<file path="config.mk">
export PLATFORM = sky130hd
export DESIGN_NAME = mem_arbiter
export DESIGN_NICKNAME = d
export VERILOG_FILES = /design/src/rtl/mem_arb_pkg.sv /design/src/rtl/mem_arb_rtn.sv /design/src/rtl/mem_arbiter.sv
export SDC_FILE = /design/constraint.sdc
export NUM_CORES = 1
export LEC_CHECK = 0
export ABC_AREA = 1
export CAP_MARGIN = 20
export CORE_MARGIN = 5
export CORE_UTILIZATION = 47
export DETAILED_ROUTE_END_ITERATION = 10
export HOLD_SLACK_MARGIN = 0.03
export PLACE_DENSITY_LB_ADDON = 0.05
export SYNTH_ARGS = -nofsm -noshare
export SYNTH_HDL_FRONTEND = slang
export SYNTH_HIERARCHICAL = 1
export SYNTH_SLANG_ARGS = --single-unit
</file>
<file path="constraint.sdc">
create_clock -name clk -period 5.4 [get_ports clk]
set_clock_uncertainty 0.2 [all_clocks]
set_input_delay 1.08 -clock clk [delete_from_list [all_inputs] [get_ports clk]]
set_output_delay 1.08 -clock clk [all_outputs]
set_load 0.05 [all_outputs]
</file>
<file path="src/rtl/mem_arb_pkg.sv">
// Shared constants for the RAM arbiter: pipeline owner tags and the default
// video starvation bound.
package mem_arb_pkg;

    typedef logic [1:0] owner_t;

    localparam owner_t OWNER_NONE = 2'd0;
    localparam owner_t OWNER_CPU  = 2'd1;
    localparam owner_t OWNER_VID  = 2'd2;

    localparam int DEFAULT_MAX_VID_STREAK = 4;

endpackage

</file>
<file path="src/rtl/mem_arb_rtn.sv">
// Two-stage read return path: tags each read at issue, then steers the RAM's
// registered output into the owning requester's data register.
module mem_arb_rtn
    import mem_arb_pkg::*;
#(
    parameter int WIDTH = 16
) (
    input  logic             clk,
    input  logic             reset,
    input  owner_t           issue_tag,
    input  logic [WIDTH-1:0] mem_rdata,
    output logic [WIDTH-1:0] cpu_rdata,
    output logic             cpu_rvalid,
    output logic [WIDTH-1:0] vid_rdata,
    output logic             vid_rvalid
);

    owner_t tag_q;

    // tag_q names the owner of the word the RAM is presenting this cycle.
    always_ff @(posedge clk or posedge reset) begin
        if (reset) begin
            tag_q      <= OWNER_NONE;
            cpu_rdata  <= '0;
            cpu_rvalid <= 1'b0;
            vid_rdata  <= '0;
            vid_rvalid <= 1'b0;
        end else begin
            tag_q      <= issue_tag;
            cpu_rvalid <= (tag_q == OWNER_CPU);
            vid_rvalid <= (tag_q == OWNER_VID);
            if (tag_q == OWNER_CPU) begin
                cpu_rdata <= mem_rdata;
            end
            if (tag_q == OWNER_VID) begin
                vid_rdata <= mem_rdata;
            end
        end
    end

endmodule

</file>
<file path="src/rtl/mem_arbiter.sv">
// Shares the single-port data RAM between the CPU and the video scan-out reader.
// Video has priority; a streak counter guarantees the CPU eventually gets in.
module mem_arbiter
    import mem_arb_pkg::*;
#(
    parameter int WIDTH          = 16,
    parameter int RAM_ADDR_BITS  = 16,
    parameter int MAX_VID_STREAK = DEFAULT_MAX_VID_STREAK
) (
    input  logic                     clk,
    input  logic                     reset,
    input  logic                     cpu_req,
    input  logic                     cpu_we,
    input  logic [RAM_ADDR_BITS-1:0] cpu_adr,
    input  logic [WIDTH-1:0]         cpu_wdata,
    output logic                     cpu_gnt,
    output logic [WIDTH-1:0]         cpu_rdata,
    output logic                     cpu_rvalid,
    input  logic                     vid_req,
    input  logic [RAM_ADDR_BITS-1:0] vid_adr,
    output logic                     vid_gnt,
    output logic [WIDTH-1:0]         vid_rdata,
    output logic                     vid_rvalid,
    output logic                     mem_en,
    output logic                     mem_write,
    output logic                     mem_read,
    output logic [RAM_ADDR_BITS-1:0] mem_adr,
    output logic [WIDTH-1:0]         mem_wdata,
    input  logic [WIDTH-1:0]         mem_rdata
);

    localparam logic [3:0] STREAK_MAX = 4'(MAX_VID_STREAK);

    logic [3:0]               streak;
    logic                     cpu_win;
    logic                     vid_win;
    logic [RAM_ADDR_BITS-1:0] adr_q;
    logic [WIDTH-1:0]         wdata_q;
    owner_t                   issue_tag;

    // Video wins a contested cycle unless it has already starved the CPU for
    // the maximum streak; nothing is granted while reset is held.
    always_comb begin
        cpu_win = 1'b0;
        vid_win = 1'b0;
        if (!reset) begin
            if (vid_req && (!cpu_req || streak != STREAK_MAX)) begin
                vid_win = 1'b1;
            end else if (cpu_req) begin
                cpu_win = 1'b1;
            end
        end
    end

    assign cpu_gnt   = cpu_win;
    assign vid_gnt   = vid_win;
    assign mem_en    = cpu_win | vid_win;
    assign mem_write = cpu_win & cpu_we;
    assign mem_read  = vid_win | (cpu_win & ~cpu_we);

    always_comb begin
        mem_adr   = adr_q;
        mem_wdata = wdata_q;
        issue_tag = OWNER_NONE;
        if (cpu_win) begin
            mem_adr = cpu_adr;
            if (cpu_we) begin
                mem_wdata = cpu_wdata;
            end else begin
                issue_tag = OWNER_CPU;
            end
        end else if (vid_win) begin
            mem_adr   = vid_adr;
            issue_tag = OWNER_VID;
        end
    end

    // Idle cycles leave the RAM bus parked on the last granted address/data.
    always_ff @(posedge clk or posedge reset) begin
        if (reset) begin
            adr_q   <= '0;
            wdata_q <= '0;
        end else begin
            if (mem_en) begin
                adr_q <= mem_adr;
            end
            if (mem_write) begin
                wdata_q <= mem_wdata;
            end
        end
    end

    // Counts video grants that made a waiting CPU wait longer; saturates.
    always_ff @(posedge clk or posedge reset) begin
        if (reset) begin
            streak <= 4'd0;
        end else if (!cpu_req || cpu_win) begin
            streak <= 4'd0;
        end else if (vid_win && streak != STREAK_MAX) begin
            streak <= streak + 4'd1;
        end
    end

    mem_arb_rtn #(
        .WIDTH(WIDTH)
    ) u_rtn (
        .clk       (clk),
        .reset     (reset),
        .issue_tag (issue_tag),
        .mem_rdata (mem_rdata),
        .cpu_rdata (cpu_rdata),
        .cpu_rvalid(cpu_rvalid),
        .vid_rdata (vid_rdata),
        .vid_rvalid(vid_rvalid)
    );

endmodule

</file>
Word level (Yosys, flattened, before mapping):

Index checks and enable logic that the tools add are counted.

* flip-flop bits (word level): 72
* bits of input ports: 69
* output and inout port bits: 71
* word-level logic and storage cells: 37

* $add $sub $neg: 1
* equal/unequal tests: 3
* muxes and demuxes: 14
* bitwise gates (word level): 5
* reductions and logical operators: 6

Operator list (number)
* two-way mux 16 bit: 4
* two-way mux 4 bit: 2
* two-way mux 1 bit: 6
* adder 4 x 1 -> 4 bit (second input constant): 1
* two-way mux 2 bit: 2
* inequality test 4 x 3 -> 1 bit (second input constant): 1
* bitwise AND 1 bit: 2
* equality test 2 x 1 -> 1 bit (second input constant): 1
* equality test 2 bit (second input constant): 1
* logical AND 1 bit: 2
* logical OR 1 bit: 2
* bitwise OR 1 bit: 2
* nonzero test 2 bit: 1
* logical NOT 1 bit: 1
* NOT 1 bit: 1

Depth between registers and ports, before layout:

Gate-level depths: netlist of run 1.

* depth after elaboration: 8
* mapped depth: 9
* depth with buffers taken out: 8

Modules after synthesis:

The synthesis of run 1 kept the hierarchy.

By module, submodules not included
* mem_arbiter: times used 1, cells an instance 281, area each 2073.2 µm², seq. area each 900.9 µm²
* mem_arb_rtn: times used 1, cells an instance 147, area each 1475.2 µm², seq. area each 900.9 µm²

Worst setup path before layout of run 1:

OpenSTA, ideal clock, no wires.

* kind: input to output
* start point: in reset
* end point: out mem_adr[2]
* data arrival time: 3.257 ns
* required time: 4.120 ns
* path slack: 0.863 ns
* stages: 6
* buffers on the path: 2
* cells stage by stage: inv_1 > buf_2 > clkbuf_1 > nand4_1 > nand3_2 > nand2_1

* word-level cells in the longest chain between the ends: 3
* elaborated cells on any way between the ends: 4
* those cells by class: mux (4)

RTL lines
* from (decl): line mem_arbiter.sv:11 `input logic reset,`
* two-way mux 1 bit: line mem_arbiter.sv:46 `if (!reset) begin`
* two-way mux 16 bit: line mem_arbiter.sv:72 `end else if (vid_win) begin`
* two-way mux 16 bit *: line mem_arbiter.sv:65 `if (cpu_win) begin`
* to (decl): line mem_arbiter.sv:27 `output logic [RAM_ADDR_BITS-1:0] mem_adr,`

Mark *: on every way between the ends. The rest lies on a longest branch, timed or not.

Final worst setup path of run 1:

* start point: in cpu_req
* end point: out mem_wdata[15]

* word-level cells in the longest chain between the ends: 6
* elaborated cells on any way between the ends: 7
* those cells by class: mux (4); reduce/logical (3)

RTL lines
* from (decl): line mem_arbiter.sv:12 `input logic cpu_req,`
* logical NOT 1 bit: line mem_arbiter.sv:47 `if (vid_req && (!cpu_req || streak != STREAK_MAX)) begin`
* logical OR 1 bit: line mem_arbiter.sv:47
* logical AND 1 bit: line mem_arbiter.sv:47
* two-way mux 1 bit *: line mem_arbiter.sv:47
* two-way mux 1 bit *: line mem_arbiter.sv:46
* two-way mux 16 bit *: line mem_arbiter.sv:65
* to (decl): line mem_arbiter.sv:28 `output logic [WIDTH-1:0] mem_wdata,`

Marked as above.

==> results.toml, run 1 <==
[place]
dp_slack_ns = 0.457
port_buffers = 139
post-place-cells = 648
hpwl_microns = 6920
gp_congestion = 0.797

[final_layout]
drive_above_1_share_pct = 11.2
final_cells = 664
diodes = 0
final_common_cell = "nand2_1"
layout.nets = 631
layout_common_cells = "nand2_1 (175), clkdlybuf4s50_1 (120), dfrtp_1 (72)"
final_util_pct = 73.2
nFillCells = 605
area_growth_pct = 50.4

[sta]
finalHoldViolCount = 0
setup_viol = 0
fin_ws_ns = 0.471
timing.final.crit_share_pct = 91.3
fin_crit_ns = 4.93
tightestPinTransition_ns = 0.855
maxSlewViolCount = 0
maxSlewHeadroom_pct = 43.0
rsz0062_at_grt = "false"
fmax_mhz = 203
fin_setup_tns_ns = 0

[synth]
synth_fp_nets = 499
syn_area_sq_um = 3550
synth_seq_cells = 72
synth_area_per_cell_sq_um = 8.29
ys_seq_area_share_pct = 50.8
yosysUniqueCellTypes = 27
netlist_instances = 428
yosysWarnings = 6

[routing]
wl_met2_microns = 4660
vias = 3279
wl_met1_microns = 3550
drc = 0
dr.max_layer_used = "met4"
totalWireLength_microns = 9090
via_per_inst = 4.94
wl_per_cell_microns = 13.7
ant_nets = 0
dr.pass1.iters = 4
wl_met3_microns = 730
drt-initial-drc-count = 114

[power_and_ir_drop]
power.leakage_nw = 2.76
vdd_drop_max_v = 0.000176
powerDensity_nw_per_um2 = 362

[worst_setup_path]
path_class = "input pin to primary output"
crit_start = "cpu_req"
slowest_stage = "clkdlybuf4s50_1"
rrSetupSlack_ns = 3.11
crit_arrival_ns = 3.65
regToRegStartpoint = "streak[0]$_DFFE_PP0P_"
worstPathCellList = "clkdlybuf4s50_1, nand4_4, nand2_4, nand2_4, nor2_8, nand2_1, nand2_1, clkdlybuf4s50_1"
crit_end = "mem_wdata[15]"
required_ns = 4.12
path_max_fanout = 27
critPathLaunchType = "input pin"
critPathMaxStageDelay_ns = 0.82
setup.worst_path.end_class = "primary output"
rr_endpoint = "adr_q[12]$_DFFE_PP0P_"
ff2ff_path_depth = 7

[cts]
clk_latency_ns = 0.32
cts_tree = "yes"
h-tree-depth = 3
cts_hold_buffers = 0
cts_buffer_depth = 2
cts_setup_buffers = 0
clkSinkCount = 72
cts.reportedPaths.clkPinSlew_ns = 0.07
cts_resized = 0
cts-root-buf = "clkbuf_8"
cts_buffers = 9

[global_route]
grt_pass1_wl_microns = 15600
grtUsageTotal_pct = 19.7
first_global_vias = 3380
grt-ovfl-total = 0
grt_start_max_net_pins = 55
antenna_found_initial = 0

[die]
die_area_sq_um = 9390
die_w_microns = 96.9
std_cell_rows = 31
start_util_pct = 48.7
io_pins = 140
dieHeight_microns = 96.9
coreArea_sq_um = 7290

[run]
max_cap_violations = 0

[min_path]
hold_path_class = "register to register"

[run_status]
status = "finished, final reports clean"
==> sequential cells by signal, indices dropped and copies added (netlist names) <==
register          flops
u_rtn/vid_rdata      16
streak                4
u_rtn/vid_rvalid      1
u_rtn/cpu_rvalid      1
adr_q                16
u_rtn/tag_q           2
wdata_q              16
u_rtn/cpu_rdata      16
==> metrics by stage <==
step / hold WS (ns) / area, sq um / power [W]
floorplan: 0.241 / 3550 / 0.00114
global placement: 0.253 / 5100 / 0.00146
detailed placement: 0.258 / 5100 / 0.00147
CTS: 0.277 / 5340 / 0.00195
global route: 0.290 / 5340 / 0.00203
finish: 0.273 / 5340 / 0.00193
==> power breakdown <==
group	leakage (nW)	switching [W]	internal (W)
clock	0.113	0.000195	0.000287
sequential	0.883	0.0000441	0.000625
combinational	1.76	0.000492	0.000289
total	2.76	0.000732	0.00120
==> per-layer routing <==
| metal | up-vias | track usage [%] |
|---|---|---|
| met5 | - | 0 |
| met4 | 0 | 6.48 |
| met3 | 14 | 6.98 |
| met2 | 115 | 34.8 |
| met1 | 1534 | 22.2 |
| li1 | 1616 | - |
==> cells by family after synthesis <==
group                    Yosys count  synth area share [%]
buffers and inverters             69                  10.4
AO/OA/AOI/OAI                     18                  3.17
adder cells (fa/ha/maj)            2                 0.705
flip-flops                        72                  50.8
AND/OR/NAND/NOR                  265                  34.5
XOR/XNOR                           2                 0.494
==> worst min path at each step <==
| stage | start | endpoint | slack (ns) | depth (start not counted) |
|---|---|---|---|---|
| final | u_rtn/vid_rdata[7]$_DFFE_PP0N_ | u_rtn/vid_rdata[7]$_DFFE_PP0N_ | 0.27 | 2 |
| after floorplan | wdata_q[4]$_DFFE_PP0P_ | wdata_q[4]$_DFFE_PP0P_ | 0.24 | 2 |
| after global routing | wdata_q[7]$_DFFE_PP0P_ | wdata_q[7]$_DFFE_PP0P_ | 0.29 | 2 |
| after CTS | u_rtn/vid_rdata[7]$_DFFE_PP0N_ | u_rtn/vid_rdata[7]$_DFFE_PP0N_ | 0.28 | 2 |
| after detailed placement | u_rtn/vid_rdata[1]$_DFFE_PP0N_ | u_rtn/vid_rdata[1]$_DFFE_PP0N_ | 0.26 | 2 |
| after global placement | u_rtn/cpu_rdata[3]$_DFFE_PP0N_ | u_rtn/cpu_rdata[3]$_DFFE_PP0N_ | 0.25 | 2 |
==> worst max-delay path: cells and delay by family <==
kind	cells	cell delay, ns
buf+inv	2	1.42
simple gates	6	1.15
==> Yosys cell counts <==
| cell type | n | area (sq um) |
|---|---|---|
| nand2_1 | 175 | 657 |
| nand4_1 | 21 | 131 |
| nor2_8 | 1 | 20.0 |
| nand2_2 | 6 | 37.5 |
| nand3_2 | 2 | 20.0 |
| buf_6 | 8 | 90.1 |
| o21ai_1 | 3 | 15.0 |
| dfrtp_1 | 72 | 1800 |
| clkbuf_1 | 2 | 7.51 |
| nand2_4 | 2 | 22.5 |
| inv_8 | 1 | 11.3 |
| buf_2 | 5 | 25.0 |
| o21ai_0 | 8 | 40.0 |
| a21oi_1 | 1 | 5.00 |
| inv_6 | 1 | 8.76 |
| nor2_1 | 2 | 7.51 |
| nand3_1 | 53 | 265 |
| inv_2 | 2 | 7.51 |
| ha_1 | 2 | 25.0 |
| nand4_4 | 1 | 21.3 |
| buf_4 | 4 | 30.0 |
| inv_1 | 43 | 161 |
| o21ai_2 | 6 | 52.6 |
| buf_12 | 1 | 20.0 |
| xor2_1 | 2 | 17.5 |
| nand2_8 | 2 | 40.0 |
| buf_1 | 2 | 7.51 |
==> area by class of cell <==
cell class | count | area [sq um] | share of cell area [%]
Clock buffer | 12 | 155 | 2.91
Clock inverter | 4 | 76.3 | 1.43
Inverter | 47 | 189 | 3.54
Multi-Input combinational cell | 287 | 1380 | 25.8
Sequential cell | 72 | 1800 | 33.8
Tap cell | 99 | 124 | 2.32
Timing Repair Buffer | 143 | 1610 | 30.2
Power figures use the tool's default switching activity.
==> run 2: changes to the inputs <==
--- a/config.mk
+++ b/config.mk
@@ -5,13 +5,13 @@
 export SDC_FILE = /design/constraint.sdc
 export NUM_CORES = 1
 export LEC_CHECK = 0
-export ABC_AREA = 1
-export CAP_MARGIN = 20
+export CAP_MARGIN = 40
 export CORE_MARGIN = 5
-export CORE_UTILIZATION = 47
+export CORE_UTILIZATION = 46
 export DETAILED_ROUTE_END_ITERATION = 10
 export HOLD_SLACK_MARGIN = 0.03
 export PLACE_DENSITY_LB_ADDON = 0.05
+export RECOVER_POWER = 50
 export SYNTH_ARGS = -nofsm -noshare
 export SYNTH_HDL_FRONTEND = slang
 export SYNTH_HIERARCHICAL = 1
==> results.toml, run 2 <==
[global_route]
busiest_layer = "met2"
use_met2_pct = 25.5
grtUsageTotal_pct = 16.9
antenna_found_initial = 0
first_global_vias = 2491
grtUsageMet3_pct = 5.84
met1_usage_pct = 21.9
grt_start_max_net_pins = 40
grt-ovfl-total = 0
grt_pass1_wl_microns = 11800

[synth]
synth_commonest_cells = "dfrtp_1 (72), o21ai_0 (31), mux2_1 (29)"
yosysWarnings = 6
synth_most_common_cell = "dfrtp_1"
synth_fp_nets = 326
synth_compound_area_share_pct = 6.56
synth_area_leader_cell = "dfrtp_1"
synthAdderAreaFrac_pct = 0.745
yosys.area_share.simple_pct = 5.37
synthFlopType = "dfrtp_1"
ys_async_sr_fraction_pct = 100
synth_top_family_by_area = "multiplexers"
syn_area_sq_um = 3360
yosys-top-cells-area = "dfrtp_1 (54%), mux2_1 (9.7%), mux2_4 (8.0%)"
netlist_instances = 255
synth_edf_count = 0
synth_xor_area_share_pct = 0
ys_seq_area_share_pct = 53.7
synth_seq_cells = 72
yosysUniqueCellTypes = 30
synth_area_per_cell_sq_um = 13.2
synth_top_area_share_pct = 53.7
muxShareOfSynthArea_pct = 28.2

[worst_setup_path]
critPathLaunchType = "input pin"
ff2ff_path_depth = 8
path_max_fanout = 33
path_class = "input pin to primary output"
crit_arrival_ns = 3.33
required_ns = 4.12
rrSetupSlack_ns = 2.83
setup.worst_path.end_class = "primary output"

[sta]
maxSlewViolCount = 75
fin_crit_ns = 4.61
fin_setup_tns_ns = 0
finalHoldViolCount = 0
tightestPinTransition_ns = 2.08
setup_viol = 0
maxSlewHeadroom_pct = -38.7
fmax_mhz = 217
rsz0062_at_grt = "false"
timing.final.crit_share_pct = 85.4

[die]
coreArea_sq_um = 7180
die_w_microns = 95.4
std_cell_rows = 31
die_area_sq_um = 9110
io_pins = 140
dieHeight_microns = 95.4
start_util_pct = 46.8

[final_layout]
layout.nets = 467
layout_common_cells = "clkdlybuf4s50_1 (88), dfrtp_1 (72), mux2_1 (38)"
area_growth_pct = 45.5
diodes = 0
final_util_pct = 68.1
final_common_cell = "clkdlybuf4s50_1"
drive_above_1_share_pct = 21.0

[cts]
cts_buffers = 9
clk_latency_ns = 0.33
cts.reportedPaths.clkPinSlew_ns = 0.08
h-tree-depth = 3
cts-root-buf = "clkbuf_8"
cts_buffer_depth = 2
clkSinkCount = 72
cts_resized = 0
cts_hold_buffers = 0
cts_tree = "yes"
cts_setup_buffers = 0

[routing]
via_per_inst = 4.74
ant_nets = 0
dr.pass1.iters = 4
vias = 2367
drt-initial-drc-count = 52
drc = 0
wl_per_cell_microns = 14.9
totalWireLength_microns = 7450

[power_and_ir_drop]
vdd_drop_max_v = 0.000163
powerDensity_nw_per_um2 = 377
power.leakage_nw = 2.20

[place]
hpwl_microns = 5680
gp_congestion = 0.783
port_buffers = 139

[run]
max_cap_violations = 2

[run_status]
status = "finished, violations left"
violations = "capacitance limit, slew limit"

[min_path]
hold_path_class = "register to register"
whs_path_depth = 1
==> run 2: cell count changes after synthesis, sizes merged, moves of 4 or more <==
cell and change:
a21oi +4, buf -8, inv -38, mux2 +64, mux2i +16, nand2 -166
nand3 -54, nand4 -19, o21ai +15
==> run 2: cells by family (layout without fill, tap and decap cells) <==
logic type / count (synthesis) / count (layout)
simple gates: 35 / 35
flops: 72 / 72
mux: 80 / 80
fa+ha+maj: 2 / 2
buf+inv: 26 / 171
compound gates: 40 / 40
==> run 2: area by class of cell <==
| class | instances | area [sq um] |
|---|---|---|
| Fill cell | 559 | 2290 |
| Clock inverter | 5 | 57.6 |
| Inverter | 9 | 33.8 |
| Sequential cell | 72 | 1800 |
| Timing Repair Buffer | 147 | 1390 |
| Tap cell | 99 | 124 |
| Clock buffer | 10 | 138 |
| Multi-Input combinational cell | 157 | 1340 |
==> run 2: where the power goes <==
part           total (W)  internal, W  switching (W)
sequential      0.000676     0.000634      0.0000418
combinational   0.000749     0.000274       0.000475
clock           0.000416     0.000222       0.000193
==> run 2: final timing paths <==
kind / from / end
setup / recovery: reset / mem_wdata[11]
hold / removal: wdata_q[9]$_DFFE_PP0P_ / wdata_q[9]$_DFFE_PP0P_
setup reg to reg: streak[0]$_DFFE_PP0P_ / wdata_q[15]$_DFFE_PP0P_
hold reg to reg: wdata_q[9]$_DFFE_PP0P_ / wdata_q[9]$_DFFE_PP0P_
max in group asynchronous: reset / wdata_q[1]$_DFFE_PP0P_
min in group asynchronous: reset / u_rtn/cpu_rdata[5]$_DFFE_PP0N_
==> run 2: metrics by stage <==
| stage | cell area (sq um) | setup slack [ns] | std cells | total power [W] | hold slack [ns] |
|---|---|---|---|---|---|
| 2_1_floorplan | 3360 | 0.942 | 255 | 0.00119 | 0.250 |
| 3_3_place_gp | 4700 | 0.869 | 482 | 0.00145 | 0.265 |
| 3_5_place_dp | 4730 | 0.825 | 484 | 0.00146 | 0.270 |
| 4_1_cts | 4930 | 0.826 | 499 | 0.00188 | 0.288 |
| 5_1_grt | 4880 | 0.657 | 499 | 0.00193 | 0.292 |
| 6_report | 4880 | 0.790 | 499 | 0.00184 | 0.286 |
==> run 2: layer usage <==
layer	wire length (microns)	vias to the layer above	part of all wire, %
met1	3190	1098	43
met3	688	10	9.2
met5	0	-	0
met2	3460	88	46
li1	-	1171	-
met4	110	0	1.5
==> run 2: critical path, cell delays in order <==
cell           delay (ns)
dlygate4sd3_1        0.68
a211oi_4             0.23
buf_4                0.24
and2_1               0.14
buf_4                0.37
mux2_1               0.38
buf_4                0.20
